### config.mk
export PLATFORM = sky130hd
export DESIGN_NAME = hash_msg_packer
export DESIGN_NICKNAME = d
export VERILOG_FILES = /design/src/rtl/hash_pkg.sv /design/src/rtl/hash_msg_packer_dffr.sv /design/src/rtl/hash_msg_packer.sv
export SDC_FILE = /design/constraint.sdc
export NUM_CORES = 1
export LEC_CHECK = 0
export CAP_MARGIN = 15
export CORE_UTILIZATION = 61
export DETAILED_ROUTE_END_ITERATION = 10
export DONT_BUFFER_PORTS = 1
export HOLD_SLACK_MARGIN = 0.15
export PLACE_DENSITY = 0.77
export SLEW_MARGIN = 20
export SYNTH_ARGS = -nofsm -noshare
export SYNTH_HDL_FRONTEND = slang
export SYNTH_SLANG_ARGS = --single-unit
### constraint.sdc
create_clock -name clk -period 2.7 [get_ports clk]
set_clock_uncertainty 0.15 [all_clocks]
set_input_delay 0.405 -clock clk [delete_from_list [all_inputs] [get_ports clk]]
set_output_delay 0.405 -clock clk [all_outputs]
set_load 0.02 [all_outputs]
### src/rtl/hash_pkg.sv
// Shared definitions for the message packer feeding the hasher.
// State encoding and datapath widths live here.
package hash_pkg;

    localparam int BYTE_W = 8;
    localparam int DATA_W = 64;
    localparam int LEN_W  = 4;

    // FILL must encode as zero: the register reset value is all-zeros.
    typedef enum logic [1:0] {
        FILL = 2'd0,
        DROP = 2'd1,
        HOLD = 2'd2
    } state_t;

endpackage

### src/rtl/hash_msg_packer_dffr.sv
// Width-parameterised register with synchronous active-high reset.
// Resets to all-zeros.
module dffr #(
    parameter int W = 1
) (
    input  logic         clk,
    input  logic         rst,
    input  logic [W-1:0] d,
    output logic [W-1:0] q
);

    // Capture d each rising edge; rst clears to zero.
    always_ff @(posedge clk) begin
        if (rst) q <= '0;
        else     q <= d;
    end

endmodule

### src/rtl/hash_msg_packer.sv
// Byte-serial to 64-bit little-endian packer for the message hasher.
// Holds the packed word until the consumer acknowledges it.
module hash_msg_packer
    import hash_pkg::*;
#(
    parameter int MAX_BYTES = 8,
    parameter int CNT_W     = 16
) (
    input  logic              clk,
    input  logic              rst,
    input  logic              in_valid,
    input  logic [BYTE_W-1:0] in_byte,
    input  logic              in_last,
    output logic              in_ready,
    output logic              out_valid,
    output logic [DATA_W-1:0] out_data,
    output logic [LEN_W-1:0]  out_len,
    output logic              out_trunc,
    input  logic              out_ready,
    output logic [CNT_W-1:0]  msg_count
);

    logic [1:0]        state_q;
    logic [1:0]        state_n;
    state_t            state;
    logic [LEN_W-1:0]  count_q;
    logic [LEN_W-1:0]  count_n;
    logic [DATA_W-1:0] data_q;
    logic [DATA_W-1:0] data_n;
    logic              trunc_q;
    logic              trunc_n;
    logic [CNT_W-1:0]  cnt_q;
    logic [CNT_W-1:0]  cnt_n;

    assign state = state_t'(state_q);

    dffr #(.W(2))      u_state (.clk(clk), .rst(rst), .d(state_n), .q(state_q));
    dffr #(.W(LEN_W))  u_count (.clk(clk), .rst(rst), .d(count_n), .q(count_q));
    dffr #(.W(DATA_W)) u_data  (.clk(clk), .rst(rst), .d(data_n),  .q(data_q));
    dffr #(.W(1))      u_trunc (.clk(clk), .rst(rst), .d(trunc_n), .q(trunc_q));
    dffr #(.W(CNT_W))  u_cnt   (.clk(clk), .rst(rst), .d(cnt_n),   .q(cnt_q));

    // Next-state, byte packing and handoff bookkeeping.
    always_comb begin
        state_n   = state_q;
        count_n   = count_q;
        data_n    = data_q;
        trunc_n   = trunc_q;
        cnt_n     = cnt_q;
        in_ready  = 1'b0;
        out_valid = 1'b0;
        case (state)
            FILL: begin
                in_ready = 1'b1;
                if (in_valid) begin
                    for (int k = 0; k < DATA_W / BYTE_W; k++) begin
                        if (count_q == LEN_W'(k)) begin
                            data_n[k*BYTE_W +: BYTE_W] = in_byte;
                        end
                    end
                    count_n = count_q + 1'b1;
                    if (in_last) begin
                        state_n = HOLD;
                    end else if (count_n == LEN_W'(MAX_BYTES)) begin
                        state_n = DROP;
                    end
                end
            end
            DROP: begin
                in_ready = 1'b1;
                if (in_valid) begin
                    trunc_n = 1'b1;
                    if (in_last) state_n = HOLD;
                end
            end
            HOLD: begin
                out_valid = 1'b1;
                if (out_ready) begin
                    state_n = FILL;
                    count_n = '0;
                    data_n  = '0;
                    trunc_n = 1'b0;
                    cnt_n   = cnt_q + 1'b1;
                end
            end
            default: begin
                state_n = FILL;
            end
        endcase
    end

    assign out_data  = data_q;
    assign out_len   = count_q;
    assign out_trunc = trunc_q;
    assign msg_count = cnt_q;

endmodule
==> out/qor.yml, run 1 <==
synthesis:
  seq_area_frac_synth_pct: 47.6
  synth_edf_count: 0
  postSynthAreaPerCell_um2: 10.1
  yosys_warnings: 0
  synth_top_area_share_pct: 47.6
  synth_nets: 381
  synth_top_cell_by_area: "dfxtp_1"
  synthTopCellsByArea: "dfxtp_1, mux2i_1, nor2_1"
  synth-async-reset-ratio_pct: 0
  synthDistinctLibCells: 40
  synth_seq_cells: 87
  synthCells: 363
  synth_area_um2: 3660
  yosys_most_used_dff: "dfxtp_1"
timing:
  hold_viol: 0
  max_slew_margin_pct: 52.8
  worstMarginPinSlew_ns: 0.693
  tns_ns: 0
  setup_ws_ns: 0.263
  min_period_over_period_pct: 90.3
  setup_violations: 0
  fmax_mhz: 410
  hold_slack_ns: 0.201
  period_needed_ns: 2.44
  rsz0062_at_grt: "no"
  report.final.slew_viol_count: 0
grt:
  grt_max_degree: 90
  grtUsageMet2_pct: 41.7
  grt_pass1_vias: 2472
  grt_first_pass_wirelength_um: 12400
  overflow: 0
  busiest_layer: "met2"
  met1_usage_pct: 31.7
  track_usage_pct: 26.1
  use_met3_pct: 10.1
  antenna_found_initial: 0
finish:
  finalNonFillerCells: 441
  final_nets: 381
  layout_common_cells: "dfxtp_1, nor2_1, mux2i_1, clkbuf_8"
  fin_area_um2: 4020
  drive_gt1_share_pct: 11.7
  layout_commonest_cell: "dfxtp_1"
  syn2layout_area_growth_pct: 9.87
setup_path:
  required_ns: 2.78
  startpoint_type: "flip-flop"
  slowest_stage: "a211oi_4"
  crit_type: "flip-flop to flip-flop"
  reg2reg_slack_ns: 0.26
  path_buf_inv: 0
  arrival_ns: 2.52
  path_delay_family: "compound AO/OA/AOI/OAI gates"
  path_cells: "ha_1 > or3b_4 > a211oi_4 > mux2i_1 > nor2_1"
  path_max_fanout: 8
  slowest_delay_ns: 0.57
  end_kind: "flip-flop"
placement:
  dp_slack_ns: 0.325
  gp_congestion: 0.758
  io_buffers: 0
  dp_hpwl_um: 5200
  postPlaceCellArea_um2: 3700
  dpl.cell_count: 419
clock_network:
  clockBufferDepth: 2
  numCtsBuffers: 9
  clk_pin_slew_ns: 0.09
  clkLatencyLatePin_ns: 0.35
  cts_max_level: 3
  clockRootBuffer: "clkbuf_8"
  clock-sinks: 87
  cts_tree: "built"
routing:
  vias_per_cell: 5.70
  drt_iter0_drc: 132
  drtAntennaViolNets: 0
  route.detailed.drc: 0
  wl_per_cell_um: 17.7
  num_vias: 2515
  first_pass_iters: 4
  wl_um: 7810
floorplanning:
  initial_utilization_pct: 64.9
  dieArea_um2: 6320
  num_io_pins: 100
  rows: 27
  die_w_um: 79.5
  die_y_um: 79.5
  core_um2: 5640
power_and_ir_drop:
  leakage_nw: 1.46
  power_density_nw_per_um2: 684
  vdd_drop_max_mv: 0.404
worst_hold_path:
  hp-class: "input pin to flip-flop"
outcome:
  outcome: "complete, no violations"
run:
  drv_cap: 0
metrics by stage:
step / utilization (%) / power (mW)
after floorplan: - / 1.61
after global placement: 65.6 / 1.63
after detailed placement: 65.6 / 1.64
after CTS: 71.3 / 2.77
after global routing: 71.3 / 2.86
final: 71.3 / 2.75
sequential cells by signal, indices dropped and copies added (netlist names):
register   count
u_count.q      4
u_data.q      64
u_state.q      2
u_trunc.q      1
u_cnt.q       16
cells by family (layout without fill, tap and decap cells):
family	after synthesis	after routing	share of synthesized area, %
XOR/XNOR	9	9	2.15
buffers and inverters	30	35	3.66
AO/OA/AOI/OAI	26	26	7.21
multiplexers	69	69	19.3
adder cells (fa/ha/maj)	5	5	1.71
flip-flops	87	87	47.6
other	0	1	0
AND/OR/NAND/NOR	137	137	18.4
report_power, final:
part / switching, mW / internal, mW / leakage [nW]
sequential: 0.0843 / 1.32 / 0.705
clock: 0.469 / 0.648 / 0.129
combinational: 0.133 / 0.0965 / 0.625
total: 0.686 / 2.07 / 1.46
timing repair:
item	4_1_cts	5_1_grt
buffers inserted	0	0
gates resized for setup	0	0
endpoints found under the hold margin	87	0
hold buffers	5	0
cell usage after synthesis (2+ instances only):
library cell	n
dfxtp_1	87
nor2_1	81
mux2i_1	65
clkbuf_1	10
a21oi_1	9
and2_1	9
buf_1	9
a211oi_4	8
nand3_1	8
nand3b_1	6
ha_1	5
inv_1	5
nand2_1	5
o21ai_0	5
xnor2_1	5
nor2b_1	4
or3_1	4
or3b_4	4
xor2_1	4
nand4_1	3
a22oi_1	2
and3_1	2
buf_6	2
mux2_2	2
nand2b_1	2
nor3_1	2
nor3b_1	2
cell type report:
| class | count | area, µm² |
|---|---|---|
| Tap cell | 72 | 90.1 |
| Clock inverter | 6 | 115 |
| Sequential cell | 87 | 1740 |
| Fill cell | 434 | 1620 |
| Antenna cell | 1 | 2.50 |
| Inverter | 6 | 22.5 |
| Timing Repair Buffer | 13 | 128 |
| Clock buffer | 10 | 138 |
| Multi-Input combinational cell | 246 | 1790 |
worst register-to-register path: stages (launching register included):
cell and delay [ns]:
dfxtp_1 0.55, ha_1 0.30, or3b_4 0.41, a211oi_4 0.57
mux2i_1 0.28, nor2_1 0.05
routing by layer:
layer | share of wire, % | vias to the layer above
met5 | 0 | -
met4 | 1.7 | 0
met3 | 7.7 | 13
met2 | 47 | 73
met1 | 43 | 1205
li1 | - | 1224
final timing paths:
kind | endpoint | depth (start not counted) | startpoint
worst max-delay path | u_data.q[30] | 5 | u_count.q[0]
worst min-delay path | u_trunc.q | 4 | in_valid
worst max register to register | u_data.q[30] | 5 | u_count.q[0]
worst min register to register | u_data.q[13] | 2 | u_data.q[13]
Note: power is estimated with default switching activity, not from simulation.
==> run 2: changes to the inputs <==
Settings changed: CORE_MARGIN set to 1, CORE_UTILIZATION 61 to 45, PLACE_DENSITY 0.77 to unset.
==> run 2 against run 1 <==
  * Clock-buffer cell count did not move
  * Sequential cell count stayed put
  * Via count is 1.8% lower
  * Cell area decreased by 0.50%
  * Routed wire length rose by 3.6%
  * Sequential power about the same
  * Clock power is 17% lower
  * Worst hold slack worse by 0.014 ns
  * Combinational power barely moved
  * Critical path type unchanged
  * Critical endpoint is now u_data.q[10]
  * Largest cell class unchanged
  * Highest routed layer unchanged
==> out/qor.yml, run 2 (synthesis gave the netlist of run 1 again) <==
power_and_ir_drop:
  power_density_nw_per_um2: 641  # -6.3%
  p_comb_share_pct: 9.0  # +0.7 points
  intPower_mw: 1.88  # -9.2%
  vdd_drop_max_mv: 0.345  # -15%
  switching_power_mw: 0.691  # +0.70%
  p_sw_share_pct: 26.9  # +2.0 points
  seqPwrFrac_pct: 54.8  # +3.7 points
  p_clk_share_pct: 36.2  # -4.4 points
  leakage_nw: 1.42  # -2.4%
setup_path:
  slowest_stage: "a211oi_4"
  reg2reg_depth: 5  # unchanged
  slowest_delay_ns: 0.56  # about the same
  reg2reg_slack_ns: 0.36  # +0.10 ns
  timing.rr.start: "u_count.q[0]"
  arrival_ns: 2.43  # -0.09 ns
  required_ns: 2.79  # about the same
  path_cells: "ha_1 > or3b_4 > a211oi_4 > mux2i_1 > nor2_1"
  path_delay_family: "compound AO/OA/AOI/OAI gates"
  crit_type: "flip-flop to flip-flop"
  path_buf_inv: 0  # unchanged
  path_max_fanout: 8  # unchanged
  r2r_end: "u_data.q[10]"
  end_kind: "flip-flop"
  startpoint_type: "flip-flop"
clock_network:
  postCtsSetupBuffers: 0  # unchanged
  cts_resized: 0  # unchanged
  clock-sinks: 87  # unchanged
  cts_tree: "built"
  clockRootBuffer: "clkbuf_8"
  clk_pin_slew_ns: 0.09  # about the same
  cts_max_level: 3  # unchanged
  clockBufferDepth: 2  # unchanged
  numCtsBuffers: 9  # unchanged
  clkLatencyLatePin_ns: 0.35  # about the same
placement:
  gp_congestion: 0.757  # about the same
  dpl.cell_count: 448  # +6.9%
  io_buffers: 0  # unchanged
  postPlaceCellArea_um2: 3730  # +0.81%
  dp_hpwl_um: 5440  # +4.6%
finish:
  diodes: 0  # -1
  finalNonFillerCells: 469  # +6.3%
  top_register: "u_data.q"
  syn2layout_area_growth_pct: 9.33
  final_nets: 380  # -0.26%
  layout_common_cells: "dfxtp_1, nor2_1, mux2i_1, clkbuf_8"
  fin_area_um2: 4000  # -0.50%
  reg_top3: "u_data.q: 64 flops, u_cnt.q: 16 flops, u_count.q: 4 flops"
  postLayoutCoreUtil_pct: 51.3  # -20 points
  layout_commonest_cell: "dfxtp_1"
  drive_gt1_share_pct: 11.4  # -0.24 points
  largest_register_ffs: 64  # unchanged
floorplanning:
  die_y_um: 92.2  # +16%
  die_w_um: 92.2  # +16%
  num_io_pins: 100  # unchanged
  rows: 32  # +19%
  dieArea_um2: 8500  # +35%
  initial_utilization_pct: 46.9  # -18 points
  core_um2: 7810  # +38%
worst_hold_path:
  min_from: "in_valid"
  hp-class: "input pin to flip-flop"
  hold_path_depth: 4  # unchanged
  holdPathEnd: "u_trunc.q"
timing:
  worstMarginPinSlew_ns: 0.686  # -0.00680 ns
  max_slew_margin_pct: 53.3  # +0.46 points
  fmax_mhz: 428  # +4.2%
  hold_slack_ns: 0.187  # -0.0140 ns
  setup_violations: 0  # unchanged
  period_needed_ns: 2.34  # -0.0982 ns
  min_period_over_period_pct: 86.6  # -3.6 points
  rsz0062_at_grt: "no"
  report.final.slew_viol_count: 0  # unchanged
  hold_viol: 0  # unchanged
  tns_ns: 0  # unchanged
grt:
  grt_first_pass_wirelength_um: 13100  # +5.4%
  antenna_found_initial: 0  # unchanged
  grt_pass1_vias: 2439  # -1.3%
  grt_max_degree: 91  # +1.1%
  overflow: 0  # unchanged
  track_usage_pct: 20.2  # -5.9 points
routing:
  drt_iter0_drc: 59  # -55%
  vias_per_cell: 5.26  # -7.7%
  num_vias: 2469  # -1.8%
  drtAntennaViolNets: 0  # unchanged
  route.detailed.drc: 0  # unchanged
  first_pass_iters: 5  # +1
  wl_per_cell_um: 17.3  # -2.6%
  wl_um: 8090  # +3.6%
run:
  drv_cap: 0  # unchanged
outcome:
  outcome: "complete, no violations"
==> run 2: layout make-up <==
type | instances | area (µm²)
Sequential cell | 87 | 1740
Clock inverter | 6 | 67.6
Inverter | 6 | 22.5
Clock buffer | 10 | 138
Multi-Input combinational cell | 246 | 1790
Tap cell | 102 | 128
Timing Repair Buffer | 12 | 120
Fill cell | 741 | 3800
==> run 2: power by group through the flow <==
stage,combinational [mW],sequential (mW),clock (mW)
2_1_floorplan,0.188,1.42,0
3_3_place_gp,0.202,1.44,0
3_5_place_dp,0.205,1.44,0
4_1_cts,0.236,1.41,0.952
5_1_grt,0.256,1.41,1.02
6_report,0.231,1.41,0.929
==> run 2: worst max-delay path by stage <==
stage                 start           end  slack, ns  depth (start not counted)
6_report       u_count.q[0]  u_data.q[10]       0.36                          5
5_1_grt        u_count.q[0]  u_data.q[14]       0.23                          5
4_1_cts        u_count.q[0]  u_data.q[10]       0.35                          5
2_1_floorplan  u_count.q[1]  u_data.q[30]       0.52                          5
3_5_place_dp   u_count.q[0]  u_data.q[10]       0.38                          5
3_3_place_gp   u_count.q[0]  u_data.q[11]       0.44                          5
==> run 2: metal layers <==
layer | vias to the layer above | wire [µm] | share of wire [%] | global-route usage (%)
met5 | - | 0 | 0 | 0
met4 | 0 | 85 | 1.1 | 5.47
met3 | 6 | 774 | 9.6 | 9.70
met2 | 79 | 3610 | 45 | 30.8
met1 | 1173 | 3630 | 45 | 25.4
li1 | 1211 | - | - | -
==> run 2: tightest hold or removal path, cell delays in order <==
cell and delay, ns:
a21oi_1 0.04, nor2_1 0.08, a21oi_1 0.05, nor2_1 0.08
==> run 2: timing repair <==
| item | 4_1_cts | 5_1_grt |
|---|---|---|
| hold buffers | 5 | 0 |
| setup endpoints to repair | 0 | 0 |
| hold endpoints to repair | 87 | 0 |
==> run 2: through the flow <==
stage / setup slack (ns) / power [mW]
after global routing: 0.231 / 2.69
after CTS: 0.349 / 2.60
after global placement: 0.436 / 1.64
final: 0.361 / 2.57
after floorplan: 0.520 / 1.61
after detailed placement: 0.377 / 1.64
